<file path="config.mk">
export PLATFORM = sky130hd
export DESIGN_NAME = uop_decode_q_flat
export DESIGN_NICKNAME = d
export VERILOG_FILES = /design/src/rtl/uop_decode_q_if.sv /design/src/rtl/uop_decode_q.sv /design/src/flat_wrapper.sv
export SDC_FILE = /design/constraint.sdc
export NUM_CORES = 1
export LEC_CHECK = 0
export CORE_MARGIN = 5
export CORE_UTILIZATION = 35
export DETAILED_ROUTE_END_ITERATION = 7
export PLACE_DENSITY = 0.61
export SYNTH_ARGS = -nofsm -noshare
export SYNTH_HDL_FRONTEND = slang
export SYNTH_SLANG_ARGS = --single-unit
</file>
<file path="constraint.sdc">
create_clock -name clk -period 4.81 [get_ports clk]
set_input_delay 1.2025 -clock clk [delete_from_list [all_inputs] [get_ports clk]]
set_output_delay 1.2025 -clock clk [all_outputs]
set_load 0.02 [all_outputs]
</file>
<file path="src/rtl/uop_decode_q_if.sv">
`default_nettype none
// ---------------------------------------------------------------------------
// uop_decode_q_if : instruction-in / decoded-uop-out handshake bundle
// Rev 1.0
// ---------------------------------------------------------------------------
interface uop_decode_q_if #(
  parameter int XLEN = 32
);
  logic            valid_instr_in;
  logic [XLEN-1:0] instr_in;
  logic [XLEN-1:0] pc_in;
  logic            instr_ready_out;
  logic            uop_valid_out;
  logic            uop_ready_in;
  logic [6:0]      uop_out;
  logic            eoi_out;
  logic [XLEN-1:0] imm_out;
  logic            use_imm_out;
  logic [XLEN-1:0] pc_out;
  logic            except_out;
  logic [4:0]      src1_arch_out;
  logic [4:0]      src2_arch_out;
  logic [4:0]      dest_arch_out;

  modport master (
    output valid_instr_in, instr_in, pc_in, uop_ready_in,
    input  instr_ready_out, uop_valid_out, uop_out, eoi_out, imm_out,
           use_imm_out, pc_out, except_out, src1_arch_out, src2_arch_out,
           dest_arch_out
  );

  modport slave (
    input  valid_instr_in, instr_in, pc_in, uop_ready_in,
    output instr_ready_out, uop_valid_out, uop_out, eoi_out, imm_out,
           use_imm_out, pc_out, except_out, src1_arch_out, src2_arch_out,
           dest_arch_out
  );
endinterface
`default_nettype wire

</file>
<file path="src/rtl/uop_decode_q.sv">
`default_nettype none
// ---------------------------------------------------------------------------
// uop_decode_q : RV32I/M decoder feeding a small FIFO of decoded uops
// Rev 1.0
// ---------------------------------------------------------------------------
module uop_decode_q #(
  parameter int XLEN    = 32,
  parameter int Q_DEPTH = 4
) (
  input  logic                         clk,
  input  logic                         rst,
  input  logic                         flush_in,
  uop_decode_q_if.slave                bus,
  output logic                         halted_out,
  output logic [$clog2(Q_DEPTH+1)-1:0] count_out
);

  localparam int PW = $clog2(Q_DEPTH);
  localparam int CW = $clog2(Q_DEPTH + 1);

  localparam logic [XLEN-1:0] HALT_INSTR = 32'hDEADBEEF;
  localparam logic [6:0]      OPC_LUI    = 7'b0110111;
  localparam logic [6:0]      OPC_AUIPC  = 7'b0010111;
  localparam logic [6:0]      OPC_OPIMM  = 7'b0010011;
  localparam logic [6:0]      OPC_OP     = 7'b0110011;
  localparam logic [2:0]      CLS_ALU    = 3'b010;
  localparam logic [2:0]      CLS_MUL    = 3'b100;
  localparam logic [6:0]      UOP_HALT   = 7'h7F;

  typedef struct packed {
    logic [6:0]      uop;
    logic            eoi;
    logic [XLEN-1:0] imm;
    logic            use_imm;
    logic [XLEN-1:0] pc;
    logic            except;
    logic [4:0]      src1;
    logic [4:0]      src2;
    logic [4:0]      dest;
  } entry_t;

  entry_t          mem [Q_DEPTH];
  entry_t          dec;
  entry_t          head;
  logic [PW-1:0]   rd_ptr;
  logic [PW-1:0]   wr_ptr;
  logic [CW-1:0]   count;
  logic            halted;
  logic            full;
  logic            push;
  logic            pop;
  logic            is_halt;

  logic [6:0] opcode;
  logic [2:0] funct3;
  logic [6:0] funct7;
  logic [4:0] rd;
  logic [4:0] rs1;
  logic [4:0] rs2;

  assign opcode  = bus.instr_in[6:0];
  assign rd      = bus.instr_in[11:7];
  assign funct3  = bus.instr_in[14:12];
  assign rs1     = bus.instr_in[19:15];
  assign rs2     = bus.instr_in[24:20];
  assign funct7  = bus.instr_in[31:25];
  assign is_halt = (bus.instr_in == HALT_INSTR);

  // Anything not matched below stays an illegal uop with only pc/eoi set.
  always_comb begin
    dec        = '0;
    dec.eoi    = 1'b1;
    dec.pc     = bus.pc_in;
    dec.except = 1'b1;
    if (is_halt) begin
      dec.uop    = UOP_HALT;
      dec.except = 1'b0;
    end else begin
      case (opcode)
        OPC_LUI, OPC_AUIPC: begin
          dec.uop     = {CLS_ALU, 4'b0000};
          dec.imm     = {bus.instr_in[31:12], 12'b0};
          if (opcode == OPC_AUIPC) begin
            dec.imm = bus.pc_in + {bus.instr_in[31:12], 12'b0};
          end
          dec.use_imm = 1'b1;
          dec.dest    = rd;
          dec.except  = 1'b0;
        end
        OPC_OPIMM: begin
          dec.uop     = {CLS_ALU, bus.instr_in[30] & (funct3 == 3'b101), funct3};
          dec.imm     = {{(XLEN-12){bus.instr_in[31]}}, bus.instr_in[31:20]};
          dec.use_imm = 1'b1;
          dec.src1    = rs1;
          dec.dest    = rd;
          dec.except  = 1'b0;
        end
        OPC_OP: begin
          if (funct7 == 7'b0000000 || funct7 == 7'b0100000) begin
            dec.uop    = {CLS_ALU, bus.instr_in[30], funct3};
            dec.src1   = rs1;
            dec.src2   = rs2;
            dec.dest   = rd;
            dec.except = 1'b0;
          end else if (funct7 == 7'b0000001) begin
            dec.uop    = {CLS_MUL, 1'b0, funct3};
            dec.src1   = rs1;
            dec.src2   = rs2;
            dec.dest   = rd;
            dec.except = 1'b0;
          end
        end
        default: ;
      endcase
    end
  end

  assign full                = (count == CW'(Q_DEPTH));
  assign bus.instr_ready_out = !full && !halted && !flush_in;
  assign bus.uop_valid_out   = (count != '0);
  assign push                = bus.valid_instr_in && bus.instr_ready_out;
  assign pop                 = bus.uop_valid_out && bus.uop_ready_in && !flush_in;

  always_ff @(posedge clk) begin
    if (rst) begin
      rd_ptr <= '0;
      wr_ptr <= '0;
      count  <= '0;
      halted <= 1'b0;
      for (int i = 0; i < Q_DEPTH; i++) begin
        mem[i] <= '0;
      end
    end else if (flush_in) begin
      rd_ptr <= '0;
      wr_ptr <= '0;
      count  <= '0;
    end else begin
      if (push) begin
        mem[wr_ptr] <= dec;
        wr_ptr      <= wr_ptr + PW'(1);
        if (is_halt) begin
          halted <= 1'b1;
        end
      end
      if (pop) begin
        rd_ptr <= rd_ptr + PW'(1);
      end
      case ({push, pop})
        2'b10:   count <= count + CW'(1);
        2'b01:   count <= count - CW'(1);
        default: ;
      endcase
    end
  end

  assign head              = mem[rd_ptr];
  assign bus.uop_out       = head.uop;
  assign bus.eoi_out       = head.eoi;
  assign bus.imm_out       = head.imm;
  assign bus.use_imm_out   = head.use_imm;
  assign bus.pc_out        = head.pc;
  assign bus.except_out    = head.except;
  assign bus.src1_arch_out = head.src1;
  assign bus.src2_arch_out = head.src2;
  assign bus.dest_arch_out = head.dest;
  assign halted_out        = halted;
  assign count_out         = count;

endmodule
`default_nettype wire

</file>
<file path="src/flat_wrapper.sv">
// flat-port wrapper written by rule: the top's interface ports become plain ports
module uop_decode_q_flat 
#(
  parameter int XLEN    = 32,
  parameter int Q_DEPTH = 4
)
  (clk, rst, flush_in, halted_out, count_out, bus_valid_instr_in, bus_instr_in, bus_pc_in, bus_uop_ready_in, bus_instr_ready_out, bus_uop_valid_out, bus_uop_out, bus_eoi_out, bus_imm_out, bus_use_imm_out, bus_pc_out, bus_except_out, bus_src1_arch_out, bus_src2_arch_out, bus_dest_arch_out);
  uop_decode_q_if #(.XLEN(XLEN)) bus_i ();
  input  logic clk;
  input  logic rst;
  input  logic flush_in;
  output logic halted_out;
  output logic [$clog2(Q_DEPTH+1)-1:0] count_out;
  input wire logic [$bits(bus_i.valid_instr_in)-1:0] bus_valid_instr_in;
  input wire logic [$bits(bus_i.instr_in)-1:0] bus_instr_in;
  input wire logic [$bits(bus_i.pc_in)-1:0] bus_pc_in;
  input wire logic [$bits(bus_i.uop_ready_in)-1:0] bus_uop_ready_in;
  output wire logic [$bits(bus_i.instr_ready_out)-1:0] bus_instr_ready_out;
  output wire logic [$bits(bus_i.uop_valid_out)-1:0] bus_uop_valid_out;
  output wire logic [$bits(bus_i.uop_out)-1:0] bus_uop_out;
  output wire logic [$bits(bus_i.eoi_out)-1:0] bus_eoi_out;
  output wire logic [$bits(bus_i.imm_out)-1:0] bus_imm_out;
  output wire logic [$bits(bus_i.use_imm_out)-1:0] bus_use_imm_out;
  output wire logic [$bits(bus_i.pc_out)-1:0] bus_pc_out;
  output wire logic [$bits(bus_i.except_out)-1:0] bus_except_out;
  output wire logic [$bits(bus_i.src1_arch_out)-1:0] bus_src1_arch_out;
  output wire logic [$bits(bus_i.src2_arch_out)-1:0] bus_src2_arch_out;
  output wire logic [$bits(bus_i.dest_arch_out)-1:0] bus_dest_arch_out;
  assign bus_i.valid_instr_in = bus_valid_instr_in;
  assign bus_i.instr_in = bus_instr_in;
  assign bus_i.pc_in = bus_pc_in;
  assign bus_i.uop_ready_in = bus_uop_ready_in;
  assign bus_instr_ready_out = bus_i.instr_ready_out;
  assign bus_uop_valid_out = bus_i.uop_valid_out;
  assign bus_uop_out = bus_i.uop_out;
  assign bus_eoi_out = bus_i.eoi_out;
  assign bus_imm_out = bus_i.imm_out;
  assign bus_use_imm_out = bus_i.use_imm_out;
  assign bus_pc_out = bus_i.pc_out;
  assign bus_except_out = bus_i.except_out;
  assign bus_src1_arch_out = bus_i.src1_arch_out;
  assign bus_src2_arch_out = bus_i.src2_arch_out;
  assign bus_dest_arch_out = bus_i.dest_arch_out;
  uop_decode_q #(.XLEN(XLEN), .Q_DEPTH(Q_DEPTH)) u_core (.clk(clk), .rst(rst), .flush_in(flush_in), .bus(bus_i), .halted_out(halted_out), .count_out(count_out));
endmodule
</file>
==> results of run 1 <==
-- where the power goes --
| group | switching, mW | internal (mW) |
|---|---|---|
| clock network | 1.22 | 1.67 |
| registers | 0.0315 | 3.62 |
| logic | 0.415 | 0.281 |
| total | 1.66 | 5.57 |
-- how the worst max path moves through the flow --
stage                                end  slack, ns        startpoint  cells after the start
floorplan               u_core.mem[0][0]       0.42          flush_in                      7
global placement       u_core.mem[2][79]       0.65     bus_pc_in[12]                     11
detailed placement     u_core.mem[0][75]       0.64  bus_instr_in[12]                     11
CTS                       bus_pc_out[13]       0.97              flop                      3
global route              bus_pc_out[13]       0.93              flop                      3
finish              bus_src1_arch_out[2]       1.02              flop                      3
-- state kept, by name, indices dropped and copies added (netlist names), named ones only --
signal             cells
u_core.mem           356
u_core.rd_ptr          2
u_core.halted_out      1
u_core.count_out       3
u_core.wr_ptr          2
-- per-stage QoR --
stage                     area [um^2]  utilization [%]
after detailed placement        19700             40.3
final                           20900             42.8
after CTS                       20900             42.8
after global placement          19700             40.3
after global routing            20900             42.8
after floorplan                 17200                -
-- metal layers --
layer  up-vias  track usage [%]  part of all wire (%)
li1       4963                -                     -
met1      5582             25.1                    42
met2       405             29.4                    48
met3        73             2.94                   6.3
met4         2             5.39                   2.7
met5         -                0                 0.026
-- Yosys cell counts (all sizes together) (12+ instances only) --
cell type	number
a21oi	55
and2	24
and3	50
buf	45
clkbuf	30
edfxtp	356
ha	20
inv	61
mux4	89
nand2	73
nand2b	12
nor2	261
nor3	16
o21ai	27
-- worst max-delay path, delay by kind of cell, from the launching register on --
| family | cells | cell delay [ns] |
|---|---|---|
| buffers and inverters | 2 | 0.92 |
| DFF | 1 | 0.65 |
| muxes | 1 | 0.40 |
-- logic make-up after synthesis --
family                   after synthesis  share of synthesized area, %
multiplexers                          93                          11.9
flip-flops                           366                          63.5
XOR/XNOR                              17                         0.868
buffers and inverters                136                          3.83
adder cells (fa/ha/maj)               22                          1.69
AND/OR/NAND/NOR                      485                          13.3
AO/OA/AOI/OAI                        126                          4.86
-- cell type report --
| cell class | count | area share (%) |
|---|---|---|
| inverter | 61 | 1.10 |
| clock buffer | 51 | 5.30 |
| multi-input combinational | 743 | 27.0 |
| tap | 664 | 3.98 |
| timing repair buffer | 207 | 9.87 |
| sequential | 366 | 52.2 |
| clock inverter | 17 | 0.533 |
| antenna | 3 | 0.0359 |
==> run_results.csv, run 1 <==
group,metric,value,unit
global_route,antenna_found_initial,3,
logic_synthesis,yosysTopAreaCell,"edfxtp_1",
place,dp.cells,2041,
timing,fin_skew,0.0198,ns
setup_path,crit_type,"flop to output port",
logic_synthesis,ys_seq_area_share,63.5,%
pwr,leakage,7.48,nW
timing,whs,0.501,ns
pwr,p_total,7.23,mW
timing,hold_viol_final,0,
setup_path,cp-start-kind,"flop",
logic_synthesis,synth_top_area_share,62.3,%
timing,period_minus_slack,3.79,ns
route,wirelength,49300,um
cts,numCtsBuffers,38,
setup_path,slowest_stage,"dfxtp_4",
setup_path,cp_data_arrival_time,2.58,ns
place,gp_congestion,0.878,
setup_path,critPathCaptureType,"output port",
route,dr_total_vias,11000,
die,die_area,53500,um^2
final_layout,seq_area,10900,um^2
route,drt_iter0_drc,942,
logic_synthesis,synthArstFlopShare,0,%
die,die_w,231,um
setup_path,cp_max_fo,48,
setup_path,required,3.61,ns
final_layout,num-fill-cells,4436,
timing,setup-violations-final,0,
worst_hold_path,hold_end,"u_core.halted_out",
place,dp_hpwl,33500,um
setup_path,max_stage_delay,0.65,ns
timing,fmax,264,MHz
timing,worst_pin_slew,0.955,ns
logic_synthesis,synth_ff_type,"edfxtp_1",
die,ios,164,
setup_path,path_cells,"buf_12, mux4_2, clkdlybuf4s50_1",
pwr,power_density,346,nW/um^2
setup_path,r2r-start,"u_core.count_out[0]",
place,pre_cts_ws,0.644,ns
run_status,status,"finished, final reports clean",
worst_hold_path,hold_path.class,"flop to flop",
global_route,grt_pass1_vias,11100,
cts,cts_tree,"built",
worst_hold_path,holdPathStages,2,
final_layout,multi_input_area,5640,um^2
cts,cts_resized,0,
final_layout,area_growth,21.7,%
route,wire_per_inst,23.3,um
logic_synthesis,ys_warn_count,0,
final_layout,final_common_cell,"edfxtp_1",
final_layout,nets,1508,
final_layout,layout_common_cells,"356 x edfxtp_1, 255 x nor2_1, 163 x clkdlybuf4s50_1",
worst_hold_path,worstHoldStart,"u_core.halted_out",
logic_synthesis,syn_area,17200,um^2
setup_path,r2r_end,"u_core.mem[0][9]",
cts,cts.clk_slew.worst_paths,0.06,ns
timing,grt_setup_unrepaired,"false",
cts,ctsRootBufferMaster,"clkbuf_16",
global_route,grt_max_degree,52,
global_route,grt-ovfl-total,0,
cts,h-tree-depth,2,
die,core_region_area,48700,um^2
logic_synthesis,synthTopCellsByArea,"edfxtp_1 62%, mux4_2 12%, nor2_1 5.6%",
global_route,grt_pass1_wl,73300,um
setup_path,r2r_cells,9,
cts,post_cts_buffers,0,
cts,clockBufferDepth,3,
cts,cts_hold_buf,0,
global_route,grtUsageTotal,18.0,%
logic_synthesis,syn-num-nets,1336,
logic_synthesis,synth_seq_cells,366,
pwr,ir_worst_vdd,0.000214,V
timing,period_share,78.7,%
setup_path,r2r_setup_slack,2.12,ns
die,die_height,231,um
die,num_rows,81,
cts,clk_latency,0.53,ns
final_layout,final-instance-count-excl-fill,2112,
timing,max_slew_margin,36.3,%
route,ant_nets,0,
place,io_buffer_count,163,
timing,layout_setup_ws,1.02,ns
logic_synthesis,synth.avg_cell_area,13.8,um^2
cts,clkSinkCount,366,
route,drtPass1Iterations,5,
die,start_util,35.2,%
logic_synthesis,synthCells,1245,
route,drc,0,
timing,finalMaxSlewViolations,0,
logic_synthesis,synth_edf_count,356,
timing,setup_tns,0,ns
route,avgViaCountPerCell,5.22,
final_layout,drive_gt1_share,16.0,%
logic_synthesis,yosysUniqueCellTypes,77,
job,cap_violations,0,
Note: power is estimated with default switching activity, not from simulation.
==> run 2: changes to the inputs <==
- PLACE_DENSITY: 0.61 -> 0.63
- clock period: 4.81 -> 3.1 ns (I/O delays scaled with it)
==> run_results.csv, run 2 (synthesis gave the netlist of run 1 again) <==
group,metric,value,unit
timing,hold_viol_final,0,
die,ios,164,
final_layout,regMostFlops,"u_core.mem",
pwr,ir_worst_vdd,0.000386,V
job,cap_violations,0,
die,die_area,53500,um^2
route,drc,0,
route,wirelength,50500,um
place,gp_congestion,0.897,
cts,cts_hold_buf,0,
timing,layout_setup_ws,0.0635,ns
global_route,grt-ovfl-total,0,
setup_path,cp_data_arrival_time,2.26,ns
timing,period_minus_slack,3.04,ns
timing,setup_tns,0,ns
route,wire_per_inst,22.6,um
final_layout,drive_gt1_share,22.4,%
die,die_w,231,um
final_layout,final_common_cell,"edfxtp_1",
final_layout,nets,1632,
place,dp_hpwl,35100,um
cts,numCtsBuffers,39,
place,pre_cts_ws,-0.659,ns
setup_path,cp_max_fo,22,
timing,fmax,329,MHz
global_route,grt_pass1_vias,11700,
timing,worst_pin_slew,0.955,ns
timing,fin_skew,0.0180,ns
setup_path,critPathCaptureType,"output port",
timing,max_slew_margin,36.4,%
cts,clk_latency,0.54,ns
global_route,grt_pass1_wl,74900,um
global_route,grt_max_degree,56,
die,die_height,231,um
worst_hold_path,hold_path.class,"flop to flop",
cts,cts.clk_slew.worst_paths,0.06,ns
cts,cts_tree,"built",
run_status,status,"finished, final reports clean",
place,io_buffer_count,163,
final_layout,area_growth,27.7,%
route,drtPass1Iterations,5,
cts,clkSinkCount,366,
cts,clockBufferDepth,3,
cts,ctsRootBufferMaster,"clkbuf_16",
route,avgViaCountPerCell,5.15,
global_route,grtUsageTotal,18.6,%
setup_path,required,2.32,ns
timing,finalMaxSlewViolations,0,
route,ant_nets,0,
die,start_util,35.2,%
die,num_rows,81,
timing,period_share,98.0,%
route,drt_iter0_drc,945,
timing,setup-violations-final,0,
cts,h-tree-depth,2,
setup_path,crit_type,"flop to output port",
global_route,antenna_found_initial,3,
pwr,power_density,510,nW/um^2
final_layout,n_antenna_cell,0,
route,dr_total_vias,11500,
final_layout,largest_reg_flops,356,
final_layout,layout_common_cells,"356 x edfxtp_1, 255 x nor2_1, 143 x buf_4",
setup_path,cp-start-kind,"flop",
pwr,leakage,8.33,nW
die,core_region_area,48700,um^2
==> run 2: per-stage QoR <==
step | util (%) | power, mW | cells | hold slack [ns] | cell area [um^2]
CTS | 44.9 | 11.3 | 2232 | 0.502 | 21900
detailed placement | 42.5 | 6.97 | 2161 | 0.481 | 20700
finish | 44.9 | 11.2 | 2232 | 0.494 | 21900
global route | 44.9 | 11.6 | 2232 | 0.546 | 21900
global placement | 42.5 | 6.96 | 2161 | 0.488 | 20700
floorplan | - | 6.32 | 1245 | 0.485 | 17200
==> run 2: repair_timing <==
action                     CTS  global route
gates cloned                 2             0
setup endpoints to repair   95             8
resized for setup           84            12
buffers inserted             1             0
==> run 2: power breakdown <==
group / switching [mW] / internal (mW) / total, mW / leakage (nW)
clock: 1.86 / 2.49 / 4.35 / 0.568
sequential: 0.0485 / 5.61 / 5.66 / 3.76
combinational: 0.666 / 0.498 / 1.16 / 4.00
==> run 2: worst max-delay path, stage by stage (launching register included) <==
cell,delay (ns)
dfxtp_4,0.40
buf_12,0.16
buf_16,0.21
mux4_2,0.58
dlygate4sd2_1,0.35
==> run 2: final cells by class <==
cell class	count	area (um^2)
Inverter	61	229
Sequential cell	366	10900
Tap cell	664	831
Clock buffer	50	1020
Timing Repair Buffer	330	3130
Clock inverter	18	155
Multi-Input combinational cell	743	5640
Fill cell	4435	26800
==> run 2: final timing paths <==
path,start,endpoint,slack (ns),cells after the start
max,flop,bus_imm_out[16],0.06,4
min,u_core.halted_out,u_core.halted_out,0.49,2
max reg2reg,u_core.count_out[2],u_core.mem[2][69],0.62,10
min reg2reg,u_core.halted_out,u_core.halted_out,0.49,2
==> run 2: per-layer routing <==
metal | share of wire (%) | up-vias | wire [um] | global-route usage, %
li1 | - | 5202 | - | -
met1 | 42 | 5850 | 21400 | 25.8
met2 | 48 | 369 | 24300 | 30.0
met3 | 6.6 | 76 | 3340 | 3.55
met4 | 3.0 | 2 | 1520 | 5.55
met5 | 0.026 | - | 13 | 0
==> run 3: changes to the inputs <==
- GPL_ROUTABILITY_DRIVEN: default -> 0
- HOLD_SLACK_MARGIN: default -> 0.15
==> run_results.csv, run 3 (synthesis gave the netlist of run 1 again) <==
group,metric,value,unit
timing,setup_tns,0,ns
setup_path,crit_type,"flop to output port",
global_route,grt_max_degree,46,
die,die_area,53500,um^2
cts,post_cts_buffers,0,
timing,max_slew_margin,35.0,%
final_layout,postLayoutCoreUtil,44.6,%
setup_path,r2r_setup_slack,0.59,ns
route,drc,0,
final_layout,num-fill-cells,4351,
route,drtPass1Iterations,6,
final_layout,layout_common_cells,"356 x edfxtp_1, 255 x nor2_1, 140 x buf_4",
timing,worst_pin_slew,0.976,ns
cts,ctsRootBufferMaster,"clkbuf_16",
final_layout,final_common_cell,"edfxtp_1",
setup_path,r2r_cells,10,
final_layout,area_growth,26.8,%
pwr,ir_worst_vdd,0.000322,V
final_layout,nets,1625,
pwr,switchingPower,2.50,mW
setup_path,critPathCaptureType,"output port",
final_layout,largest_reg_flops,356,
route,ant_nets,0,
pwr,power_frac_comb,10.3,%
global_route,grt-busiest-layer,"met2",
setup_path,r2r-start,"u_core.count_out[2]",
worst_hold_path,holdPathStages,2,
route,wirelength,49600,um
place,io_buffer_count,163,
pwr,p_int,8.62,mW
run_status,status,"finished, final reports clean",
global_route,use_met3,3.23,%
route,dr_total_vias,11500,
timing,fin_skew,0.0159,ns
worst_hold_path,hold_end,"u_core.halted_out",
worst_hold_path,worstHoldStart,"u_core.halted_out",
pwr,power_density,511,nW/um^2
global_route,grt_use_met1,25.4,%
cts,cts_tree,"built",
setup_path,required,2.32,ns
die,die_w,231,um
die,num_rows,81,
timing,fmax,330,MHz
global_route,grt_pass1_vias,11600,
pwr,leakage,8.28,nW
final_layout,regMostFlops,"u_core.mem",
setup_path,cp-start-kind,"flop",
setup_path,cp_data_arrival_time,2.26,ns
cts,clockBufferDepth,3,
route,drt_iter0_drc,1068,
timing,period_minus_slack,3.03,ns
timing,hold_viol_final,0,
setup_path,cp_max_fo,29,
job,cap_violations,0,
timing,grt_setup_unrepaired,"true",
route,avgViaCountPerCell,5.19,
die,start_util,35.2,%
die,ios,164,
global_route,grtUsageTotal,18.2,%
final_layout,seq_area,10900,um^2
die,die_height,231,um
timing,layout_setup_ws,0.0688,ns
cts,cts.clk_slew.worst_paths,0.06,ns
pwr,clkPwrFrac,38.8,%
pwr,p_total,11.1,mW
final_layout,multi_input_area,5640,um^2
cts,h-tree-depth,2,
cts,numCtsBuffers,38,
die,core_region_area,48700,um^2
global_route,grt-ovfl-total,0,
timing,period_share,97.8,%
cts,clk_latency,0.53,ns
final_layout,drive_gt1_share,22.4,%
global_route,antenna_found_initial,2,
global_route,use_met2,28.7,%
pwr,swShare,22.5,%
route,wire_per_inst,22.3,um
worst_hold_path,hold_path.class,"flop to flop",
place,dp_hpwl,34600,um
timing,setup-violations-final,0,
cts,clkSinkCount,366,
pwr,p_seq_share,50.9,%
setup_path,r2r_end,"u_core.mem[2][49]",
timing,finalMaxSlewViolations,0,
timing,whs,0.513,ns
place,pre_cts_ws,-0.630,ns
global_route,grt_pass1_wl,73600,um
[run 3: power by group through the flow]
stage / combinational, mW / sequential [mW] / clock [mW]
6_report: 1.15 / 5.66 / 4.32
3_3_place_gp: 1.20 / 5.75 / 0
2_1_floorplan: 0.563 / 5.75 / 0
5_1_grt: 1.22 / 5.67 / 4.62
4_1_cts: 1.16 / 5.66 / 4.40
3_5_place_dp: 1.20 / 5.76 / 0
[run 3: worst max path at each step]
stage          cells after the start  slack, ns                end           from
6_report                           4       0.07      bus_pc_out[8]           flop
5_1_grt                            4      -0.03     bus_uop_out[1]           flop
2_1_floorplan                      7       0.13   u_core.mem[0][0]       flush_in
3_3_place_gp                      11      -0.63  u_core.mem[3][79]  bus_pc_in[12]
3_5_place_dp                      11      -0.63  u_core.mem[2][79]  bus_pc_in[12]
4_1_cts                            4     -0.001      bus_pc_out[8]           flop
[run 3: critical path: stages (launching register included)]
cell and delay (ns):
dfxtp_4 0.39, buf_16 0.23, buf_12 0.19, mux4_2 0.52, clkdlybuf4s15_1 0.32
[run 3: timing repair]
action                                  CTS  global route
endpoints found under the setup margin   97            21
resized for setup                        97            17
hold buffers                              0             0
[run 3: cell type report]
| class | count | area share (%) |
|---|---|---|
| Clock inverter | 14 | 0.524 |
| Sequential cell | 366 | 50.1 |
| Tap cell | 664 | 3.82 |
| Clock buffer | 50 | 4.82 |
| Inverter | 61 | 1.05 |
| Timing Repair Buffer | 324 | 13.7 |
| Multi-Input combinational cell | 743 | 25.9 |
| Antenna cell | 3 | 0.0345 |
[run 3: through the flow]
stage / std cells / area, um^2
finish: 2225 / 21700
global route: 2222 / 21700
CTS: 2222 / 21700
detailed placement: 2158 / 20700
global placement: 2158 / 20700
floorplan: 1245 / 17200
[run 3: layer usage]
metal | vias to the layer above | wire length (um)
li1 | 5186 | -
met3 | 104 | 3640
met4 | 2 | 2100
met2 | 488 | 23200
met5 | - | 13
met1 | 5758 | 20600
